--- src/rtl/vbuf_gear.sv ---
// Byte FIFO feeding a bit gearbox that unpacks bytes LSB-first into {R,G,B} pixels for a DAC.
// Define VBUF_UNDERRUN_HOLD_EN to hold the previous pixel on underrun instead of forcing black.
module vbuf_gear #(
  parameter int unsigned DWIDTH = 8,
  parameter int unsigned CDEPTH = 2,
  parameter int unsigned AWIDTH = 4
) (
  input  logic                PixelClk,
  input  logic                Reset,
  input  logic                Flush,
  input  logic [DWIDTH-1:0]   ByteIn,
  input  logic                ByteValid,
  output logic                ByteReady,
  input  logic                PixelEn,
  input  logic                Blank,
  output logic [3*CDEPTH-1:0] VideoOut,
  output logic [AWIDTH:0]     Level,
  output logic                Underrun
);

  localparam int unsigned PWIDTH = 3 * CDEPTH;
  localparam int unsigned GW     = DWIDTH + PWIDTH;
  localparam int unsigned DEPTH  = 2 ** AWIDTH;
  localparam int unsigned CW     = $clog2(GW + 1);
  localparam int unsigned EW     = CW + 1;

  logic [DWIDTH-1:0] mem [DEPTH];

  logic [AWIDTH:0]   wptr_q, wptr_d, rptr_q, rptr_d, level, level_d;
  logic              ready_q;
  logic [GW-1:0]     acc_q, acc_d, acc_shift;
  logic [CW-1:0]     cnt_q, cnt_d, cnt_rem;
  logic [PWIDTH-1:0] video_q, video_d;
  logic              underrun_q, underrun_d;
  logic              wr_en, rd_en, empty, consume;

  assign level = wptr_q - rptr_q;
  assign empty = (wptr_q == rptr_q);
  assign wr_en = ByteValid && ready_q && !Flush;

  always_comb begin
    consume   = PixelEn && !Blank && (cnt_q >= CW'(PWIDTH));
    cnt_rem   = consume ? cnt_q - CW'(PWIDTH) : cnt_q;
    acc_shift = consume ? (acc_q >> PWIDTH) : acc_q;
    // Load only when the whole byte fits above the bits still held after this cycle's pixel
    rd_en     = !empty && (({1'b0, cnt_rem} + EW'(DWIDTH)) <= EW'(GW));

    acc_d      = acc_shift;
    cnt_d      = cnt_rem;
    rptr_d     = rptr_q;
    wptr_d     = wptr_q;
    video_d    = video_q;
    underrun_d = underrun_q;

    if (rd_en) begin
      // Bits of acc above cnt are always zero, so OR-ing in the new byte is safe
      acc_d  = acc_shift | (GW'(mem[rptr_q[AWIDTH-1:0]]) << cnt_rem);
      cnt_d  = cnt_rem + CW'(DWIDTH);
      rptr_d = rptr_q + (AWIDTH + 1)'(1);
    end
    if (wr_en) begin
      wptr_d = wptr_q + (AWIDTH + 1)'(1);
    end

    if (PixelEn) begin
      if (Blank) begin
        video_d = '0;
      end else if (consume) begin
        video_d = acc_q[PWIDTH-1:0];
      end else begin
        underrun_d = 1'b1;
`ifdef VBUF_UNDERRUN_HOLD_EN
        video_d = video_q;
`else
        video_d = '0;
`endif
      end
    end

    if (Flush) begin
      wptr_d     = '0;
      rptr_d     = '0;
      acc_d      = '0;
      cnt_d      = '0;
      video_d    = '0;
      underrun_d = 1'b0;
    end

    level_d = wptr_d - rptr_d;
  end

  always_ff @(posedge PixelClk) begin
    if (wr_en) begin
      mem[wptr_q[AWIDTH-1:0]] <= ByteIn;
    end
  end

  always_ff @(posedge PixelClk or posedge Reset) begin
    if (Reset) begin
      wptr_q     <= '0;
      rptr_q     <= '0;
      ready_q    <= 1'b1;
      acc_q      <= '0;
      cnt_q      <= '0;
      video_q    <= '0;
      underrun_q <= 1'b0;
    end else begin
      wptr_q     <= wptr_d;
      rptr_q     <= rptr_d;
      ready_q    <= (level_d != (AWIDTH + 1)'(DEPTH));
      acc_q      <= acc_d;
      cnt_q      <= cnt_d;
      video_q    <= video_d;
      underrun_q <= underrun_d;
    end
  end

  assign ByteReady = ready_q;
  assign VideoOut  = video_q;
  assign Level     = level;
  assign Underrun  = underrun_q;

endmodule

--- config.mk ---
export PLATFORM = sky130hd
export DESIGN_NAME = vbuf_gear
export DESIGN_NICKNAME = d
export VERILOG_FILES = /design/src/rtl/vbuf_gear.sv
export SDC_FILE = /design/constraint.sdc
export NUM_CORES = 1
export LEC_CHECK = 0
export ABC_CLOCK_PERIOD_IN_PS = 5070
export CORE_MARGIN = 2
export CORE_UTILIZATION = 35
export CTS_CLUSTER_SIZE = 8
export DETAILED_ROUTE_END_ITERATION = 12
export PLACE_DENSITY_LB_ADDON = 0.1
export SETUP_SLACK_MARGIN = 0.02
export SYNTH_ARGS = -nofsm -noshare
export SYNTH_HDL_FRONTEND = slang
export SYNTH_SLANG_ARGS = --single-unit
--- constraint.sdc ---
create_clock -name PixelClk -period 5.07 [get_ports PixelClk]
set_input_delay 1.014 -clock PixelClk [delete_from_list [all_inputs] [get_ports PixelClk]]
set_output_delay 1.014 -clock PixelClk [all_outputs]
set_load 0.01 [all_outputs]
# After elaboration in Yosys (flattened, before gate mapping)
# Memory sizes are Yosys's and may differ from the RTL's.
# Index checks and enable logic that the tools add are counted.
# op_classes
n_shift,1
add_sub_neg,7
eq_ne,4
n_reduce_logical,10
n_lt_le_gt_ge,2
n_bitwise,1
mux,20
# op_table
op,n
14-bit 2-to-1 mux,3
6-bit 2-to-1 mux,4
5-bit 2-to-1 mux,4
14-bit OR,1
8-bit by 4-bit left shift with 14-bit output,1
4-bit 2-to-1 mux,3
"5-bit by 1-bit adder with 5-bit output, second input constant",2
5-bit subtractor,2
1-bit 2-to-1 mux,6
"4-bit by 4-bit adder with 5-bit output, second input constant",1
5-bit equality test,1
"5-bit by 4-bit less-or-equal comparator with 1-bit output, second input constant",1
1-bit logical AND,5
"5-bit != test, second input constant",1
"4-bit adder, second input constant",1
"4-bit by 3-bit >= comparator with 1-bit output, second input constant",1
"2-bit != test, second input constant",2
"4-bit by 3-bit subtractor with 4-bit output, second input constant",1
1-bit logical NOT,3
3-bit AND reduction,1
2-bit nonzero test,1
# totals
n_memories,1
output_inout_bits,13
ram_bits,128
in_bits,14
wordCells,53
register_bits,36
# memory_table
memory,words,word_bits,read_ports,rd_ports_with_merged_regs,wr,line,rtl
mem,16,8,1,0,1,27,logic [DWIDTH-1:0] mem [DEPTH];

# Longest topological paths before layout
# Gate-level depths: netlist (run 1).
# depth
ltp_word,11
ltp_mapped,19
mapped_depth_nobuf,15

# Worst setup path after synthesis (run 1)
# No wires, ideal clock.
# synth_path
kind,reg-to-reg
from,register rptr_q[1]
to,"register ready_q, in the netlist ByteReady"
arrival_time_ns,3.414
n_path_buf,4
slack_ns,1.568
stages_incl_launch_ff,19
t_required_ns,4.982
setup_time_ns,0.088
period_less_slack_ns,3.502
cell_sequence,dfrtp_1 > buf_4 > buf_6 > buf_2 > inv_1 > ha_1 > nand4_1 > a2bb2oi_1 > and2_1 > buf_2 > nand2_1 > xnor2_1 > or2_2 > ha_1 > xnor2_1 > and3_1 > nand2_1 > nor4b_1 > nor3_1
# synth_via
elab_chain_len,7
word_cells_on_any_way,8
classes_between,2 x add/sub; 2 x eq/ne; 2 x mux; 2 x reduce/logical
# synth_lines
element,line,rtl
start: declaration,29,"logic [AWIDTH:0] wptr_q, wptr_d, rptr_q, rptr_d, level, level_d;"
start signal: assignment,109,rptr_q <= rptr_d;
branches (longest 3 deep; another with 5-bit by 1-bit adder with 5-bit output),-,
5-bit 2-to-1 mux (*),55,if (rd_en) begin
5-bit 2-to-1 mux (*),80,if (Flush) begin
5-bit subtractor (*),89,level_d = wptr_d - rptr_d;
5-bit != test (*),110,ready_q <= (level_d != (AWIDTH + 1)'(DEPTH));
end signal: assignment,110,
end: declaration,30,logic ready_q;
# Every way passes the cells marked *.
# A chain may end at the register's enable or synchronous reset.

# Worst setup path in the final report (run 1)
# layout_path
from,input port PixelEn
to,"register ready_q, in the netlist ByteReady"
# layout_via
elab_chain_len,10
# layout_lines
element,line,rtl
start: declaration,14,"input logic PixelEn,"
1-bit logical AND (2 in series),42,consume = PixelEn && !Blank && (cnt_q >= CW'(PWIDTH));
4-bit 2-to-1 mux,43,cnt_rem = consume ? cnt_q - CW'(PWIDTH) : cnt_q;
4-bit by 4-bit adder with 5-bit output,46,"rd_en = !empty && (({1'b0, cnt_rem} + EW'(DWIDTH)) <= EW'(GW));"
5-bit by 4-bit less-or-equal comparator with 1-bit output,46,
1-bit logical AND,46,
5-bit 2-to-1 mux,55,
5-bit 2-to-1 mux,80,
5-bit subtractor,89,
5-bit != test,110,
# Every way passes these cells.

==> flow_summary.ini, run 1 <==
[status]
outcome = complete, no violations

[logic_synthesis]
yosys.area.top_type_share_pct = 52.6
synth.most_common_cell = edfxtp_1
synth.net_count = 511
synth-main-ff-cell = edfxtp_1
synth_edf_count = 128
seq_area_frac_synth_pct = 64.7
ys_seq_elements = 163
netlist_area_um2 = 7300
synthTopCellsByCount = 128 x edfxtp_1, 46 x nor2_1, 39 x nand2_1
ys_types = 65
ys_warn_count = 0
syn_inst = 481
synth_top_area_cell = edfxtp_1
syn_avg_cell_area_um2 = 15.2
async_reset_ff_share_pct = 21.5
synthTopCellsByArea = edfxtp_1 53%, dfrtp_1 12%, mux4_2 8.6%

[clock_tree]
clk_pin_slew_ns = 0.07
clock_latency_ns = 0.42
cts_buffers = 17
cts_setup_buffers = 0
cts_sinks = 163
h-tree-depth = 4
clock-root-buffer = clkbuf_16
ctsResizeCount = 0
cts_tree = done
postCtsHoldBufs = 0
cts.path.max_buffers = 2

[grt]
grt_pass1_wl_um = 24700
grt_pass1_vias = 4105
grt_start_max_net_pins = 42
grt.overflow.total = 0
grtUsageTotal_pct = 15.3
antenna_found_initial = 0

[layout]
syn2layout_area_growth_pct = 16.2
final_nets = 546
post-route-util_pct = 41.6
fin_cells = 799
finish.instance_area_um2 = 8480
drive_gt1_share_pct = 17.4
diodes = 0

[routing]
drc = 0
wl_um = 15800
post_drt_via_cell_ratio = 5.07
wl_per_cell_um = 19.8
dr.pass1.iters = 4
vias = 4049
ant_nets = 0
drt-initial-drc-count = 198

[floorplanning]
die_area_um2 = 22000
die-height_um = 148
core_area_um2 = 20400
io_pins = 27
dieWidth_um = 148
start_util_pct = 35.9
rows = 52

[worst_setup_path]
cp.depth = 13
critical_path_buf_inv_count = 1
reg2reg_slack_ns = 1.43
path_class = in2reg
worstSetupEndpointType = register
crit_required_ns = 5.40
critical-path-top-delay-family = simple AND/OR/NAND/NOR gates
crit_path_start_kind = input port
crit_path_top_delay_cell = clkdlybuf4s50_1
r2r_end = ByteReady
r2r_start = rptr_q[2]
r2r_cells = 14
slowest_delay_ns = 0.63
crit_end = ByteReady
cp_max_fo = 8
cp_cell_sequence = clkdlybuf4s50_1 -> nand2b_1 -> a2bb2oi_1 -> and2_1 -> nand2_1 -> xnor2_1 -> or2_2 -> ha_1 -> xnor2_1 -> and3_1 -> nand2_1 -> nor4b_1 -> nor3_1
worst_ep_arrival_time_ns = 4.20
crit_start = PixelEn

[place]
pre_cts_slack_ns = 0.768
placed_cells = 767
placed_area_um2 = 7860
hpwl_um = 10100
portBuffers = 26
gp_congestion = 0.786

[min_path]
hold_path.class = reg2reg

[pwr]
p_per_area_nw_per_um2 = 434
p_total_mw = 3.68
irDropWorstVdd_mv = 0.245
p_leak_nw = 2.93

[timing]
fin_crit_ns = 3.87
rsz0062_at_grt = no
setup_viol = 0
final.period_utilization_pct = 76.3
setup_tns_ns = 0
slew_headroom_pct = 33.3
max_freq_ghz = 0.258
hold_ws_ns = 0.498
fin_skew_ns = 0.0142
fin_ws_ns = 1.20
hold_viol_final = 0
drv_slew = 0
worst_pin_slew_ns = 0.997

[flow_run]
maxCapViolCount = 0
==> power by group <==
group | internal (mW) | leakage [nW] | switching [mW]
registers | 1.49 | 1.63 | 0.0336
clock network | 0.756 | 0.300 | 0.575
logic | 0.378 | 0.998 | 0.442
total | 2.63 | 2.93 | 1.05
==> final cells by class <==
cell class / count / area, um^2
Fill cell: 1857 / 11900
Tap cell: 270 / 338
Inverter: 17 / 65.1
Sequential cell: 163 / 4720
Timing Repair Buffer: 36 / 335
Clock buffer: 18 / 429
Clock inverter: 14 / 191
Multi-Input combinational cell: 281 / 2400
==> layer usage <==
layer | wire, um | global-route usage, %
met1 | 7590 | 21.6
met2 | 7610 | 24.4
met3 | 491 | 3.37
met4 | 88 | 3.71
met5 | 0 | 0
==> cell families (layout without fill, tap and decap cells) <==
| family | count (synthesis) | after routing | share of synthesized area (%) |
|---|---|---|---|
| flip-flops | 163 | 163 | 64.7 |
| AO/OA/AOI/OAI | 60 | 60 | 5.71 |
| adder cells (fa/ha/maj) | 16 | 16 | 2.84 |
| XOR/XNOR | 15 | 15 | 2.06 |
| AND/OR/NAND/NOR | 135 | 135 | 8.90 |
| buffers and inverters | 37 | 85 | 2.47 |
| multiplexers | 55 | 55 | 13.4 |
==> placed cells by master, fill, tap and decap left out, types with 4 or more instances in the layout <==
cell type and instances:
xnor2_1 11, mux2i_1 15, a21oi_1 21, inv_1 14
nand2_1 39, dfrtp_1 33, nand3_1 6, mux4_1 4
mux4_2 28, nor2_1 46, mux2_2 8, a31oi_1 6
nor3_1 7, inv_8 5, edfxtp_1 128, buf_4 10
a21o_1 4, clkbuf_16 17, nor2b_1 7, ha_1 15
nand2b_1 5, clkdlybuf4s50_1 26
==> sequential cells by signal, summed over array words and instances, names as in the netlist <==
register,count
mem,128
rptr_q,5
acc_q,14
VideoOut,6
Underrun,1
ByteReady,1
cnt_q,3
wptr_q,5
==> worst min-delay path by stage <==
stage          startpoint     endpoint  slack, ns  depth (start not counted)
6_report         Underrun     Underrun       0.50                          2
5_1_grt          Underrun     Underrun       0.53                          2
4_1_cts          Underrun     Underrun       0.51                          2
3_5_place_dp     Underrun     Underrun       0.49                          2
3_3_place_gp     acc_q[2]  VideoOut[2]       0.50                          2
2_1_floorplan    acc_q[0]  VideoOut[0]       0.48                          2
==> worst min-delay path, stage by stage (launching register included) <==
cell	delay [ns]
dfrtp_1	0.34
a21oi_1	0.04
nor2_1	0.07
No activity file was read; power rests on OpenSTA's default activity.
==> run 2: changes to the inputs <==
Settings changed: ABC_CLOCK_PERIOD_IN_PS 5070 to 3300.
Clock period 5.07 ns to 3.3 ns, I/O delays scaled along.
==> run 2 against run 1 <==
Compared with the run above: flip-flop and latch count unchanged; count of clock-buffer cells in the layout decreased by 1; critical path depth down 5; sequential power rose by 53%; cell count increased by 3.9%; non-clock buffer count rose by 31.
==> flow_summary.ini, run 2 (synthesis results as in run 1) <==
[worst_setup_path]
path_class = reg2out
crit_required_ns = 2.64
slowest_delay_ns = 0.54
crit_start = wptr_q[0]
cp_max_fo = 4
cp_common_cell = inv_1
r2r_start = rptr_q[2]
cp_cell_sequence = inv_1 -> ha_1 -> fa_1 -> inv_1 -> a21o_1 -> a21oi_2 -> xnor2_1 -> clkdlybuf4s50_1
crit_path_top_delay_cell = clkdlybuf4s50_1
reg2reg_slack_ns = 0.19
crit_path_start_kind = register
worstSetupEndpointType = output port
r2r_cells = 13
worst_ep_arrival_time_ns = 2.47
r2r_end = ByteReady

[pwr]
p_per_area_nw_per_um2 = 635
p_total_mw = 5.51
p_leak_nw = 3.06
irDropWorstVdd_mv = 0.351

[floorplanning]
core_area_um2 = 20400
die_area_um2 = 22000
start_util_pct = 35.9
dieWidth_um = 148
io_pins = 27
die-height_um = 148
rows = 52

[place]
placed_cells = 798
pre_cts_slack_ns = -0.0528
gp_congestion = 0.805
portBuffers = 26
hpwl_um = 10800
placed_area_um2 = 8100

[routing]
vias = 4248
drt-initial-drc-count = 272
ant_nets = 0
dr.pass1.iters = 4
wl_per_cell_um = 19.6
wl_um = 16300
drc = 0
post_drt_via_cell_ratio = 5.12

[timing]
drv_slew = 0
slew_headroom_pct = 63.9
fin_ws_ns = 0.169
setup_viol = 0
setup_tns_ns = 0
max_freq_ghz = 0.319
hold_ws_ns = 0.514
fin_skew_ns = 0.00838
worst_pin_slew_ns = 0.534
rsz0062_at_grt = yes
final.period_utilization_pct = 94.9
fin_crit_ns = 3.13
hold_viol_final = 0

[layout]
drive_gt1_share_pct = 23.0
largest_register_ffs = 128
final_cell_mix = 128 x edfxtp_1, 46 x nor2_1, 41 x buf_4, 39 x nand2_1, 32 x dfrtp_1
post-route-util_pct = 42.6
final_nets = 577
syn2layout_area_growth_pct = 18.8
mostFrequentLayoutCell = edfxtp_1
finish.instance_area_um2 = 8670
diodes = 0
fin_cells = 830

[min_path]
hp-start = Underrun
hold_depth = 2
hold_path.class = reg2reg
min_to = Underrun

[grt]
antenna_found_initial = 0
grtUsageTotal_pct = 15.8
grt.overflow.total = 0
grt_pass1_vias = 4445
grt_start_max_net_pins = 36
grt_pass1_wl_um = 25700

[clock_tree]
postCtsHoldBufs = 0
cts_sinks = 163
clock-root-buffer = clkbuf_16
clk_pin_slew_ns = 0.07
cts_tree = done
h-tree-depth = 4
cts_buffers = 17
clock_latency_ns = 0.42
cts.path.max_buffers = 2

[status]
outcome = complete, no violations

[flow_run]
maxCapViolCount = 0
[run 2: changes by cell type in the layout (fill, tap and decap cells not counted), sizes merged]
cell	previous run	this run
clkbuf	18	17
buf	10	41
bufinv	2	0
clkinvlp	2	1
inv	23	24
clkinv	4	7
[run 2: where the power goes]
group	switching [mW]	internal, mW	leakage (nW)
Clock	0.847	0.982	0.274
Combinational	0.708	0.625	1.16
Sequential	0.0483	2.30	1.63
[run 2: worst max-delay path by stage]
stage / end / slack (ns) / cells after the start
6_report: Level[4] / 0.17 / 8
5_1_grt: ByteReady / 0.01 / 14
4_1_cts: Level[4] / 0.09 / 8
3_5_place_dp: ByteReady / -0.05 / 13
3_3_place_gp: ByteReady / 0.02 / 13
2_1_floorplan: ByteReady / 0.02 / 18
[run 2: critical path: cells and delay by family, from the launching register on]
| kind | cells | cell delay (ns) |
|---|---|---|
| adders and majority gates | 2 | 0.65 |
| AOI/OAI and AO/OA | 2 | 0.21 |
| xor gates and xnor gates | 1 | 0.13 |
| buffers and inverters | 3 | 0.70 |
| DFF | 1 | 0.34 |
[run 2: final cells by class]
type                            instances  area (um^2)
Clock buffer                           17          425
Fill cell                            1885        11700
Sequential cell                       163         4720
Timing Repair Buffer                   67          568
Multi-Input combinational cell        281         2430
Clock inverter                         15          120
Tap cell                              270          338
Inverter                               17         67.6
[run 2: repair_timing]
item / in CTS / in global routing
buffers inserted: 0 / 0
resized for setup: 0 / 6
endpoints found under the setup margin: 0 / 2
[run 2: routing by layer]
metal	up-vias	GRT usage (%)	routed length [um]
li1	1965	-	-
met3	13	3.47	573
met1	2202	21.3	7720
met5	-	0	0
met4	0	3.86	138
met2	68	26.1	7840
